## config.mk

```make
export PLATFORM = sky130hd
export DESIGN_NAME = prog_loader
export DESIGN_NICKNAME = d
export VERILOG_FILES = /design/src/rtl/prog_loader.sv
export SDC_FILE = /design/constraint.sdc
export NUM_CORES = 1
export LEC_CHECK = 0
export ABC_AREA = 1
export BUFFER_PORTS_ARGS = -buffer_cell sky130_fd_sc_hd__buf_2
export CAP_MARGIN = 20
export CORE_MARGIN = 2
export CORE_UTILIZATION = 35
export DETAILED_ROUTE_END_ITERATION = 10
export SLEW_MARGIN = 10
export SYNTH_ARGS = -nofsm -noshare
export SYNTH_HDL_FRONTEND = slang
export SYNTH_SLANG_ARGS = --single-unit
export TNS_END_PERCENT = 1
```

## constraint.sdc

```tcl
create_clock -name clk -period 2.1 [get_ports clk]
set_clock_uncertainty 0.1 [all_clocks]
set_input_delay 0.315 -clock clk [delete_from_list [all_inputs] [get_ports clk]]
set_output_delay 0.315 -clock clk [all_outputs]
set_load 0.02 [all_outputs]
```

## src/rtl/prog_loader.sv

```systemverilog
// Byte-stream program loader: decodes framed commands, packs little-endian
// 32-bit words and writes them to instruction or data RAM; gates CPU pc_stall.
module prog_loader #(
  parameter int unsigned ADDR_W   = 12,
  parameter logic [7:0]  CMD_IMEM = 8'hA5,
  parameter logic [7:0]  CMD_DMEM = 8'h5A,
  parameter logic [7:0]  CMD_RUN  = 8'h0F,
  parameter logic [7:0]  CMD_HALT = 8'hF0
) (
  input  logic              clk,
  input  logic              rst,
  input  logic [7:0]        s_dat,
  input  logic              s_valid,
  output logic              s_ready,
  output logic [ADDR_W-1:0] w_addr,
  output logic [31:0]       w_dat,
  output logic [3:0]        w_byte_enb,
  output logic              i_w_enb,
  output logic              d_w_enb,
  output logic              pc_stall,
  output logic              busy,
  output logic              err,
  output logic [15:0]       words_loaded
);

  typedef enum logic [2:0] {
    IDLE,
    CNT_LO,
    CNT_HI,
    DATA,
    RUN
  } state_t;

  state_t              state_q, state_d;
  logic                s_ready_q, s_ready_d;
  logic                tgt_dmem_q, tgt_dmem_d;
  logic [15:0]         cnt_q, cnt_d;
  logic [ADDR_W-1:0]   addr_q, addr_d;
  logic [1:0]          byte_idx_q, byte_idx_d;
  logic [23:0]         word_q, word_d;
  logic [ADDR_W-1:0]   w_addr_q, w_addr_d;
  logic [31:0]         w_dat_q, w_dat_d;
  logic                i_w_enb_q, i_w_enb_d;
  logic                d_w_enb_q, d_w_enb_d;
  logic                err_q, err_d;
  logic [15:0]         words_loaded_q, words_loaded_d;
  logic                xfer;

  assign xfer = s_valid && s_ready_q;

  always_comb begin
    state_d        = state_q;
    s_ready_d      = 1'b1;
    tgt_dmem_d     = tgt_dmem_q;
    cnt_d          = cnt_q;
    addr_d         = addr_q;
    byte_idx_d     = byte_idx_q;
    word_d         = word_q;
    w_addr_d       = w_addr_q;
    w_dat_d        = w_dat_q;
    i_w_enb_d      = 1'b0;
    d_w_enb_d      = 1'b0;
    err_d          = err_q;
    words_loaded_d = words_loaded_q;

    case (state_q)
      IDLE: begin
        if (xfer) begin
          if (s_dat == CMD_IMEM || s_dat == CMD_DMEM) begin
            tgt_dmem_d     = (s_dat == CMD_DMEM);
            words_loaded_d = '0;
            state_d        = CNT_LO;
          end else if (s_dat == CMD_RUN) begin
            state_d = RUN;
          end else if (s_dat != CMD_HALT) begin
            err_d = 1'b1;
          end
        end
      end
      CNT_LO: begin
        if (xfer) begin
          cnt_d[7:0] = s_dat;
          state_d    = CNT_HI;
        end
      end
      CNT_HI: begin
        if (xfer) begin
          cnt_d[15:8] = s_dat;
          addr_d      = '0;
          byte_idx_d  = '0;
          state_d     = ({s_dat, cnt_q[7:0]} == 16'd0) ? IDLE : DATA;
        end
      end
      DATA: begin
        if (xfer) begin
          if (byte_idx_q == 2'd3) begin
            w_dat_d        = {s_dat, word_q};
            w_addr_d       = addr_q;
            i_w_enb_d      = !tgt_dmem_q;
            d_w_enb_d      = tgt_dmem_q;
            addr_d         = addr_q + ADDR_W'(1);
            words_loaded_d = words_loaded_q + 16'd1;
            byte_idx_d     = '0;
            // words_loaded counts from zero per frame, so it doubles as the word counter
            if (words_loaded_q + 16'd1 == cnt_q) begin
              state_d = IDLE;
            end
          end else begin
            case (byte_idx_q)
              2'd0:    word_d[7:0]   = s_dat;
              2'd1:    word_d[15:8]  = s_dat;
              default: word_d[23:16] = s_dat;
            endcase
            byte_idx_d = byte_idx_q + 2'd1;
          end
        end
      end
      RUN: begin
        if (xfer && s_dat == CMD_HALT) begin
          state_d = IDLE;
        end
      end
      default: state_d = IDLE;
    endcase
  end

  always_ff @(posedge clk or negedge rst) begin
    if (!rst) begin
      state_q        <= IDLE;
      s_ready_q      <= 1'b0;
      tgt_dmem_q     <= 1'b0;
      cnt_q          <= '0;
      addr_q         <= '0;
      byte_idx_q     <= '0;
      word_q         <= '0;
      w_addr_q       <= '0;
      w_dat_q        <= '0;
      i_w_enb_q      <= 1'b0;
      d_w_enb_q      <= 1'b0;
      err_q          <= 1'b0;
      words_loaded_q <= '0;
    end else begin
      state_q        <= state_d;
      s_ready_q      <= s_ready_d;
      tgt_dmem_q     <= tgt_dmem_d;
      cnt_q          <= cnt_d;
      addr_q         <= addr_d;
      byte_idx_q     <= byte_idx_d;
      word_q         <= word_d;
      w_addr_q       <= w_addr_d;
      w_dat_q        <= w_dat_d;
      i_w_enb_q      <= i_w_enb_d;
      d_w_enb_q      <= d_w_enb_d;
      err_q          <= err_d;
      words_loaded_q <= words_loaded_d;
    end
  end

  assign s_ready      = s_ready_q;
  assign w_addr       = w_addr_q;
  assign w_dat        = w_dat_q;
  assign i_w_enb      = i_w_enb_q;
  assign d_w_enb      = d_w_enb_q;
  assign w_byte_enb   = (i_w_enb_q || d_w_enb_q) ? 4'hF : 4'h0;
  assign pc_stall     = (state_q != RUN);
  assign busy         = (state_q == CNT_LO) || (state_q == CNT_HI) || (state_q == DATA);
  assign err          = err_q;
  assign words_loaded = words_loaded_q;

endmodule

```

# Yosys cells after proc, flatten, opt, wreduce, memory -nomap -nowiden
# Cells that the tools add are included.
totals:
  regBits: 122
  input_bits: 11
  output_inout_bits: 70
  elab_cells: 101
op_classes:
  add_sub_neg: 3
  n_eq_ne: 22
  n_mux: 31
  n_bitwise: 4
  n_reduce_logical: 25
ops:
  columns: ["cell", "count"]
  rows:
  - ["2-to-1 mux 16 bit", 4]
  - ["2-to-1 mux 12 bit", 3]
  - ["one-hot mux 16 bit (2 select lines)", 1]
  - ["2-to-1 mux 3 bit", 9]
  - ["one-hot mux 12 bit (2 select lines)", 1]
  - ["adder 16 x 1 -> 16 bit (second input constant)", 1]
  - ["equality test 16 bit", 1]
  - ["equality test 8 bit (second input constant)", 2]
  - ["zero test 16 bit", 1]
  - ["!= test 2 bit (second input constant)", 8]
  - ["AND reduction 4 bit", 4]
  - ["one-hot mux 3 bit (5 select lines)", 1]
  - ["adder 12 x 1 -> 12 bit (second input constant)", 1]
  - ["AND reduction 5 bit", 2]
  - ["AND reduction 3 bit", 3]
  - ["equality test 8 x 4 -> 1 bit (second input constant)", 1]
  - ["equality test 8 x 7 -> 1 bit (second input constant)", 1]
  - ["2-to-1 mux 2 bit", 4]
  - ["!= test 8 bit (second input constant)", 1]
  - ["AND reduction 8 bit", 1]
  - ["equality test 3 x 2 -> 1 bit (second input constant)", 2]
  - ["2-to-1 mux 1 bit", 6]
  - ["!= test 3 bit (second input constant)", 2]
  - ["logical OR 1 bit", 4]
  - ["15 further kinds", 21]

# Logic depth before layout (Yosys ltp)
logic_depth:
  ltp_word: 6
  depth_mapped: 17

# Worst setup path after synthesis
# No wires, ideal clock.
synth_path:
  kind: "flip-flop to flip-flop"
  startpoint: "register words_loaded_q[0] (netlist: words_loaded[0])"
  endpoint: "register state_q[1]"
  setup_ps: 117
  t_arrival_ps: 1851
  t_required_ps: 1883
  setup_slack_ps: 32
  stages_incl_launch_ff: 17
  path_buffers: 0
  synth_period_minus_slack_ps: 2068
  path_cell_list: "dfrtp_1 > ha_1 > nand2_2 > nor2_2 > nand2_1 > nand2_1 > nand2_1 > nand2_1 > nand2_1 > nor2_1 > nand3_1 > nor2_1 > nand2_1 > nand2_2 > nand2_1 > nand2_1 > nand2_1"
synth_between:
  elab_chain_cells: 4
synth_lines:
  columns: ["element", "line", "rtl"]
  rows:
  - ["start: declaration", "46", "logic [15:0] words_loaded_q, words_loaded_d;"]
  - ["start signal: assignment", "155", "words_loaded_q <= words_loaded_d;"]
  - ["adder 16 x 1 -> 16 bit", "105", "if (words_loaded_q + 16'd1 == cnt_q) begin"]
  - ["equality test 16 bit", "105", null]
  - ["!= test 2 bit (no source line)", null, null]
  - ["AND reduction 8 bit (no source line)", null, null]
  - ["end signal: assignment", "143", "state_q <= state_d;"]
  - ["end: declaration", "34", "state_t state_q, state_d;"]
# Every way passes these cells.
# A chain may end at the register's enable or synchronous reset.

# Final worst setup path
# Ends and elaborated chain as after synthesis.

==> impl_results.md <==
* Result of the run: completed
* Initial detailed-routing violation count at 275
* Max Cap Violations at 0
* Buffer cell driving the clock tree root: sky130_fd_sc_hd__clkbuf_16
* Final Instance Area at 0.007244 mm2
* I/O pin total at 81
* Vias in the first global route at 4479
* Overflow after GRT at 0
* Highest-count cells in the layout ignoring fill and taps: sky130_fd_sc_hd__nand2_1 (228), sky130_fd_sc_hd__dfrtp_1 (117), sky130_fd_sc_hd__buf_2 (79)
* Total global-route track usage at 17.82%
* HPWL reported at the end of detailed placement at 9.672 mm
* Overall die height at 130.5 um
* Post-Synthesis Cell Area at 0.005603 mm2
* Placeable core area at 0.01577 mm2
* Mean Syn Cell Area at 8.301 um2
* Wire length of the first global-routing pass at 22.94 mm
* Max stage delay cell, worst path: sky130_fd_sc_hd__dfrtp_1
* Relative slew margins at 54.85%
* RSZ-0062 raised after global routing: yes
* CP Launch Type: register
* Total via count after detailed routing at 4693
* Die Outline Area at 0.01704 mm2
* Number of cells in the design after placement at 971
* Drt drc at 0
* Hold Worst Slack at 0.2426 ns
* Diode count at 0
* Register clock-pin slew on the reported worst setup and hold paths at 0.06 ns
* GP Congestion at 0.8681
* Routed WL per cell at 14.24 um
* Commonest non-fill, non-tap cell in the layout: sky130_fd_sc_hd__nand2_1
* Count of cell types in the netlist at 36
* Starting density of the core at 35.53%
* Slowest cell delay on critical path at 0.39 ns
* Static Leak at 3.787 nW
* Sinks on the clock net at 122
* Hold WC Path Type: input pin to register
* Type of element capturing the critical path: register
* Cell family contributing the most delay on the critical path: simple AND/OR/NAND/NOR gates
* Width of the die at 130.5 um
* Async set or reset register ratio after synthesis at 100.0%
* Detail-routed via count per cell at 4.647
* Maximum clock path buffer count at 2
* Count of flip-flops with a built-in enable after synthesis at 0
* Crit share post-route at 95.29%
* Pin count of the biggest net entering global routing at 123
* IR drop worst, VDD at 512.7 uV
* Highest Clock Rate at 499.8 MHz
* Count of non-filler cells in the finished layout at 1010
* Placed standard-cell area at 0.006392 mm2
* Drt total wl at 14.38 mm
* Final number of setup-violating endpoints at 0
* Number of pins with negative max-slew slack in the final report at 0
* Post-synthesis net count at 692
* Worst Tran Pin Value at 0.6772 ns
* Growth of design area from synthesis to finish at 29.30%
* Clock tree from TritonCTS: yes
* Number of nets at the end of the flow at 799
* Total CTS buffers at 17
* CP Max Fanout at 5
* Antenna violations before repair at 0
* Port buffer count at 80
* Required time worst endpoint at 2.31 ns
* Flip-flop and latch count after synthesis at 122
* Ratio of cells with drive above 1 in the final layout at 24.43%
* Iteration count of the initial detailed-routing pass at 4
* Dominant register cell in the synthesized netlist: sky130_fd_sc_hd__dfrtp_1
* Remaining antenna violation count after routing at 0
* Synthesized instance count at 675
* Startpoint-to-endpoint class of the critical path: register to register
* Hold Violations, Final at 0
* Clock latency of the later-clocked register in the worst-skew pair at 0.42 ns
* Number of warnings printed during yosys synthesis at 0
* Arrival time of data at the critical path endpoint at 2.21 ns
* Count of H-tree levels built during CTS at 4
* Period minus WS final at 2.001 ns
* Site Rows at 46
* Buf+Inv Stages, Crit Path at 1
* Most frequent CP cell: sky130_fd_sc_hd__nand2_2
* Sequential area share after synthesis at 54.49%
* Power per unit of standard cell area at 1014 mW/mm2
* CP cell instances: buf_6 > nand2_2 > nor2_4 > nand2_2 > nand2_2 > nand2_2 > nand2_1 > nand2_2 > nor2_4 > nand3_2 > nor2_2 > nand2_2 > nand2_4 > nand2_2 > nand2_1 > nand2_1
per-stage QoR:
step                      worst slack (ns)  power, mW  util [%]  TNS (ns)
after detailed placement           0.06411      4.062     40.53         0
final                              0.09901      7.344     45.94         0
after global routing              -0.05201      7.685     45.94   -0.1149
after CTS                          0.06257      7.254     44.69         0
after floorplan                    0.03237      3.558         -         0
after global placement             0.07390      4.062     40.53         0
cell families after synthesis:
group | synth area share (%)
other | 0.06693
AOI/OAI and AO/OA | 9.156
DFF | 54.49
buffers and inverters | 5.717
adders and majority gates | 1.340
and+or+nand+nor | 28.36
xor gates and xnor gates | 0.8710
power breakdown:
group	switching, mW	internal, mW	leakage (nW)	total, mW
Clock	1.07	2.11	0.309	3.18
Combinational	0.896	0.492	1.85	1.39
Sequential	0.248	2.53	1.62	2.78
Total	2.21	5.13	3.79	7.34
flip-flops by register name (all words and copies together) (netlist names):
register      cells
state_q           3
words_loaded     16
w_dat            32
tgt_dmem_q        1
cnt_q            16
err               1
byte_idx_q        2
word_q           24
s_ready           1
d_w_enb           1
w_addr           12
i_w_enb           1
addr_q           12
routing by layer:
metal  vias to the layer above  wire length, um  global-route usage [%]
met5                         -                0                       0
met4                         0              268                   6.508
met3                        19              566                   4.642
met2                        92             6841                   28.62
met1                      2200             6704                   23.38
li1                       2382                -                       -
final timing paths:
| path | start | endpoint | slack, ns | cells after the start |
|---|---|---|---|---|
| max in group asynchronous | rst | words_loaded[5] | 0.92 | 3 |
| setup / recovery | words_loaded[0] | state_q[1] | 0.1 | 16 |
| hold / removal | s_dat[6] | word_q[14] | 0.24 | 4 |
| hold reg to reg | tgt_dmem_q | i_w_enb | 0.35 | 1 |
| min in group asynchronous | rst | w_dat[23] | 0.40 | 3 |
| setup reg to reg | words_loaded[0] | state_q[1] | 0.1 | 16 |
worst register-to-register path, delay by kind of cell, from the launching register on:
| family | cells | cell delay (ns) |
|---|---|---|
| DFF | 1 | 0.39 |
| buffers and inverters | 1 | 0.14 |
| and+or+nand+nor | 15 | 1.25 |
synth_stat cells (3+ instances only):
master                       n  area (um2)
sky130_fd_sc_hd__nor2_4      4       45.04
sky130_fd_sc_hd__nor2_2      4       25.02
sky130_fd_sc_hd__o21ai_0    70       350.3
sky130_fd_sc_hd__o22ai_1    11       68.82
sky130_fd_sc_hd__buf_4       3       22.52
sky130_fd_sc_hd__inv_1      56       210.2
sky130_fd_sc_hd__nand2_1   238       893.4
sky130_fd_sc_hd__o21ai_1     6       30.03
sky130_fd_sc_hd__nor2_1     42       157.7
sky130_fd_sc_hd__clkbuf_1   12       45.04
sky130_fd_sc_hd__nand3_1    37       185.2
sky130_fd_sc_hd__nand3b_1    5       37.54
sky130_fd_sc_hd__nand4_1    10       62.56
sky130_fd_sc_hd__buf_1       5       18.77
sky130_fd_sc_hd__nand2_2     5       31.28
sky130_fd_sc_hd__inv_2       5       18.77
sky130_fd_sc_hd__a21oi_1     8       40.04
sky130_fd_sc_hd__nor3_1      4       20.02
sky130_fd_sc_hd__dfrtp_1   122        3053
sky130_fd_sc_hd__ha_1        6       75.07
sky130_fd_sc_hd__nand2_4     3       33.78
area by class of cell:
class / count / area (um2)
flip-flops and latches: 122 / 3059
multi-input cells: 471 / 2360
repair buffers: 109 / 680.7
clock inverters: 9 / 161.4
clock buffers: 22 / 484.2
inverters: 61 / 229.0
fillers: 1574 / 8526
well taps: 216 / 270.3
repair_timing:
item                                    CTS  global route
resized for setup                         0            41
endpoints found under the setup margin    0             5
buffers inserted                          0             7
hold buffers                              1             0
hold endpoints to repair                122             0
Note: power is estimated with default switching activity, not from simulation.
